### src/rtl/ie_branch_unit.sv
// 6502 branch/jump resolver for the IE stage.
// Applies taken/page-cross penalties and fetches indirect JMP pointers.
module ie_branch_unit (
  input  logic        clk,
  input  logic        rst,
  input  logic        op_valid,
  output logic        op_ready,
  input  logic [7:0]  op_code,
  input  logic        jmp_indirect,
  input  logic [7:0]  status,
  input  logic [15:0] pc,
  input  logic [15:0] operand,
  output logic        mem_rd_req,
  output logic [15:0] mem_addr,
  input  logic        mem_rd_valid,
  input  logic [7:0]  mem_rd_data,
  output logic        done,
  output logic        pc_load,
  output logic [15:0] pc_out,
  output logic        taken,
  output logic        illegal
);

  localparam logic [7:0] OP_BCC = 8'h04;
  localparam logic [7:0] OP_BCS = 8'h05;
  localparam logic [7:0] OP_BEQ = 8'h06;
  localparam logic [7:0] OP_BMI = 8'h07;
  localparam logic [7:0] OP_BNE = 8'h08;
  localparam logic [7:0] OP_BPL = 8'h09;
  localparam logic [7:0] OP_BVC = 8'h0A;
  localparam logic [7:0] OP_BVS = 8'h0B;
  localparam logic [7:0] OP_JMP = 8'h1C;

  typedef enum logic [2:0] {
    S_IDLE, S_EVAL, S_TAKEN, S_FIX,
    S_PTR_LO, S_PTR_HI, S_COMPLETE
  } state_t;

  state_t      state, nxt;
  logic [7:0]  code_q, stat_q, lo_q;
  logic        ind_q, tk_q, ill_q;
  logic [15:0] pc_q, opnd_q, tgt_q, pc_out_q;
  logic [15:0] br_tgt, res;
  logic        is_br, is_jmp, cond;

  assign is_jmp = (code_q == OP_JMP);
  assign br_tgt = pc_q + {{8{opnd_q[7]}}, opnd_q[7:0]};

  always_comb begin
    is_br = 1'b1;
    cond  = 1'b0;
    case (code_q)
      OP_BCC:  cond = !stat_q[0];
      OP_BCS:  cond =  stat_q[0];
      OP_BEQ:  cond =  stat_q[1];
      OP_BMI:  cond =  stat_q[7];
      OP_BNE:  cond = !stat_q[1];
      OP_BPL:  cond = !stat_q[7];
      OP_BVC:  cond = !stat_q[6];
      OP_BVS:  cond =  stat_q[6];
      default: is_br = 1'b0;
    endcase
  end

  always_comb begin
    nxt        = state;
    op_ready   = 1'b0;
    mem_rd_req = 1'b0;
    mem_addr   = 16'h0000;
    res        = pc_q;
    unique case (state)
      S_IDLE: begin
        op_ready = 1'b1;
        if (op_valid) nxt = S_EVAL;
      end
      S_EVAL: begin
        if (is_br) begin
          nxt = cond ? S_TAKEN : S_COMPLETE;
        end else if (is_jmp) begin
          res = opnd_q;
          nxt = ind_q ? S_PTR_LO : S_COMPLETE;
        end else begin
          nxt = S_COMPLETE;
        end
      end
      S_TAKEN: begin
        res = tgt_q;
        nxt = (tgt_q[15:8] != pc_q[15:8]) ? S_FIX : S_COMPLETE;
      end
      S_FIX: begin
        res = tgt_q;
        nxt = S_COMPLETE;
      end
      S_PTR_LO: begin
        mem_rd_req = 1'b1;
        mem_addr   = opnd_q;
        if (mem_rd_valid) nxt = S_PTR_HI;
      end
      // high byte read never carries into the page
      S_PTR_HI: begin
        mem_rd_req = 1'b1;
        mem_addr   = {opnd_q[15:8], opnd_q[7:0] + 8'd1};
        res        = {mem_rd_data, lo_q};
        if (mem_rd_valid) nxt = S_COMPLETE;
      end
      S_COMPLETE: nxt = S_IDLE;
      default:    nxt = S_IDLE;
    endcase
  end

  always_ff @(posedge clk or posedge rst) begin
    if (rst) begin
      state    <= S_IDLE;
      code_q   <= 8'h00;
      stat_q   <= 8'h00;
      ind_q    <= 1'b0;
      pc_q     <= 16'h0000;
      opnd_q   <= 16'h0000;
      tgt_q    <= 16'h0000;
      tk_q     <= 1'b0;
      ill_q    <= 1'b0;
      lo_q     <= 8'h00;
      pc_out_q <= 16'h0000;
    end else begin
      state <= nxt;
      if (state == S_IDLE && op_valid) begin
        code_q <= op_code;
        stat_q <= status;
        ind_q  <= jmp_indirect;
        pc_q   <= pc;
        opnd_q <= operand;
      end
      if (state == S_EVAL) begin
        tgt_q <= br_tgt;
        tk_q  <= is_jmp | (is_br & cond);
        ill_q <= !is_br & !is_jmp;
      end
      if (state == S_PTR_LO && mem_rd_valid) lo_q <= mem_rd_data;
      if (nxt == S_COMPLETE) pc_out_q <= res;
    end
  end

  assign done    = (state == S_COMPLETE);
  assign taken   = done & tk_q;
  assign pc_load = taken;
  assign illegal = done & ill_q;
  assign pc_out  = pc_out_q;

endmodule

### config.mk
export PLATFORM = sky130hd
export DESIGN_NAME = ie_branch_unit
export DESIGN_NICKNAME = d
export VERILOG_FILES = /design/src/rtl/ie_branch_unit.sv
export SDC_FILE = /design/constraint.sdc
export NUM_CORES = 1
export LEC_CHECK = 0
export ABC_AREA = 1
export BUFFER_PORTS_ARGS = -buffer_cell sky130_fd_sc_hd__buf_2
export CAP_MARGIN = 20
export CORE_MARGIN = 8
export CORE_UTILIZATION = 60
export CTS_CLUSTER_SIZE = 12
export DETAILED_ROUTE_END_ITERATION = 6
export HOLD_SLACK_MARGIN = 0.06
export PLACE_DENSITY = 0.95
export SLEW_MARGIN = 0
export SYNTH_ARGS = -nofsm -noshare
export SYNTH_HDL_FRONTEND = slang
export SYNTH_SLANG_ARGS = --single-unit
### constraint.sdc
create_clock -name clk -period 6.7 [get_ports clk]
set_input_delay 0.67 -clock clk [delete_from_list [all_inputs] [get_ports clk]]
set_output_delay 0.67 -clock clk [all_outputs]
set_load 0.02 [all_outputs]
==> qor.csv <==
stage,metric,value,unit
die,die span in y,110.2,microns
global_routing,total grt overflow,0,
outcome,outcome,finished clean,
synth,simple-gate share of the synthesized area,0.2834,
critical_path,Startpoint Class,flip-flop,
finish,post-synthesis to final-layout area growth,14.36,%
synth,share of the synthesized area in the top cell type,0.4230,
critical_path,Worst Path Required,6.03,ns
clock_tree,CTS Buf Count,9,
sta,clk_skew,0.01507,ns
critical_path,start point of the critical path,state[1]$_DFF_PP0_,
placement,placed cell areas,0.005837,sq mm
critical_path,worst-path fanout max,16,
finish,ant diodes,0,
die,area of the die,0.01214,sq mm
critical_path,R2R Path Start,state[2]$_DFF_PP0_,
placement,routability cong.,0.9593,
sta,Slew Limit Headroom,0.3494,
clock_tree,"Hold-fix buffers, CTS",0,
global_routing,vias in the first global route,5032,
synth,Syn Std Cell Area,0.005324,sq mm
synth,largest family of logic cells by synthesized area,simple AND/OR/NAND/NOR gates,
die,Chip Width,110.2,microns
job,max-cap violations,0,
global_routing,first-pass GRT wire length,23.97,mm
clock_tree,Max Root-Sink Buffers,2,
die,Core ar.,0.008678,sq mm
synth,Adder-Cell Fraction of Synth Area,0.04136,
synth,Syn. warnings,0,
synth,XOR/XNOR Fraction of Synth Area,0.01481,
die,row count,34,
sta,min cycle time layout,3.076,ns
critical_path,CP Class,reg -> out,
sta,total negative slack,0,ns
critical_path,Critical Path AT,2.41,ns
sta,Worst Max-Slew Pin Slew,0.9735,ns
clock_tree,number of post-CTS setup repair buffers,0,
clock_tree,CTS tree,built,
drt,routed vias,5271,
clock_tree,"Clk Latency, worst-skew pair",0.37,ns
sta,Slew Limit Fails,0,
clock_tree,CTS H-tree depth,3,
synth,leading area contributor after synthesis,dfrtp_1,
clock_tree,clock sinks,90,
synth,Syn Inst Count,746,
drt,iteration-0 DRC count of the detailed router,408,
sta,Fmax,325.1,MHz
finish,fraction of layout cells with a size suffix above 1,0.1667,
synth,synthesized area per cell,7.137,sq um
clock_tree,clock slew at reported path FFs,0.10,ns
synth,Synth Area in Compound Gates,0.1429,
finish,final instance area,0.006088,sq mm
die,io pins,99,
critical_path,crit path to,mem_addr[5],
finish,final net count,907,
drt,routed wire length,14.93,mm
clock_tree,post-CTS sizing,0,
drt,DRT antenna net count,0,
drt,number of remaining DRC errors,0,
synth,post-synthesis mux area share,0,
sta,Finish-stage setup viols,0,
global_routing,GRT Overall Usage,0.2520,
drt,routed length per instance,15.85,microns
critical_path,flop2flop setup slack,3.96,ns
critical_path,R2R Path End,pc_out[7]$_DFFE_PP0N_,
global_routing,pin count of the biggest net entering global routing,91,
sta,hold slack,0.3328,ns
critical_path,Worst Reg2Reg Path Length in Cells,8,
drt,Via density,5.596,
clock_tree,CTS root buffer,clkbuf_8,
synth,Area contributors post-synth,"dfrtp_1 (42%), nand2_1 (16%), o21ai_0 (8.8%), inv_1 (6.8%), nand3_1 (6.6%)",
sta,RSZ-0062 raised after global routing,false,
critical_path,endpoint class of the critical path,output port,
die,initial core utilization,0.6135,
placement,IO Port Bufs,94,
global_routing,initial antenna violation count,0,
pwr,worst vdd ir,0.0002534,V
placement,post-DP HPWL,10.84,mm
synth,"flops & latches, synth",90,
finish,FILL cells,747,
sta,final period utilization,0.4591,
pwr,Pwr Density,537.1,mW/mm^2
drt,DRT Pass-1 Iters,6,
synth,"Seq/Total Area, Yosys",0.4230,
sta,final hold vios,0,
pwr,Leak,3.183,nW
hold_path,Hold Path Class,in -> async,
synth,Synth cell types,33,
synth,post-synth net total,824,
[metal layers]
layer  wire length [microns]  share of wire  up-vias  global-route usage
met4                     741          0.050        0              0.1503
met2                    6877           0.46      279              0.3990
met1                    6071           0.41     2369              0.3143
met5                       0              0        -                   0
met3                    1241          0.083       59             0.05000
li1                        -              -     2564                   -
[Yosys cell counts, drive strengths merged]
master	n
o22ai	8
ha	16
xor2	1
o32ai	1
xnor2	8
nand2	233
nand3b	3
a22o	3
a21oi	35
o21bai	1
fa	1
inv	103
nor2	36
o31ai	1
nand4	4
a31oi	1
buf	11
or2	6
o21ai	95
nand3	70
nor3	5
clkbuf	14
dfrtp	90
[cells in the final DEF, fill, tap and decap left out, types with 6 or more instances in the layout]
cell type and count:
o22ai_1 8, inv_2 7, a21oi_1 34, nand2_1 229, clkbuf_8 9, dfrtp_1 90
inv_1 95, or2_2 6, o21ai_0 94, xnor2_1 8, nand3_1 70, ha_1 16
nor2_1 30, buf_2 94
[power breakdown]
part	internal (mW)	switching [mW]
registers	0.802	0.215
clock network	0.216	0.210
logic	0.600	1.23
total	1.62	1.65
[how the worst min path moves through the flow]
| stage | from | endpoint | slack [ns] | cells after the start |
|---|---|---|---|---|
| floorplan | ind_q$_DFFE_PP0P_ | ind_q$_DFFE_PP0P_ | 0.44 | 2 |
| global placement | pc_out[13]$_DFFE_PP0N_ | pc_out[13]$_DFFE_PP0N_ | 0.45 | 2 |
| detailed placement | pc_out[11]$_DFFE_PP0N_ | pc_out[11]$_DFFE_PP0N_ | 0.45 | 2 |
| CTS | pc_out[11]$_DFFE_PP0N_ | pc_out[11]$_DFFE_PP0N_ | 0.48 | 2 |
| global route | rst | opnd_q[11]$_DFFE_PP0P_ | 0.35 | 3 |
| finish | rst | ill_q$_DFFE_PP0P_ | 0.33 | 3 |
[registers in the layout, summed over array words and instances (netlist names), 3 cells and up]
signal	cells
stat_q	4
lo_q	8
pc_out	16
state	3
tgt_q	16
pc_q	16
opnd_q	16
code_q	8
[kinds of logic after synthesis]
family	Yosys count
buffers and inverters	128
AOI/OAI and AO/OA	145
and+or+nand+nor	357
xor gates and xnor gates	9
adders and majority gates	17
DFF	90
[metrics by stage]
stage,power (mW),utilization,std cells,worst slack (ns)
floorplan,2.312,-,746,3.695
finish,3.270,0.7016,942,3.624
global route,3.534,0.7016,942,3.515
global placement,2.722,0.6726,925,4.122
detailed placement,2.791,0.6726,925,4.105
CTS,3.239,0.6984,941,3.674
[worst max-delay path, stage by stage, from the launching register on]
cell,delay [ns]
dfrtp_1,0.43
nor2_2,0.20
nand2_1,0.39
inv_1,0.51
nand2_1,0.10
o21ai_0,0.19
buf_2,0.21
[final cells by class]
class,count,area [sq um],area share
clock buffer,10,127.6,0.02096
sequential,90,2252,0.3699
timing repair buffer,97,513.0,0.08426
clock inverter,6,96.34,0.01582
multi-input combinational,528,2576,0.4231
inverter,103,387.9,0.06371
tap,108,135.1,0.02219
No activity file was read; power rests on OpenSTA's default activity.
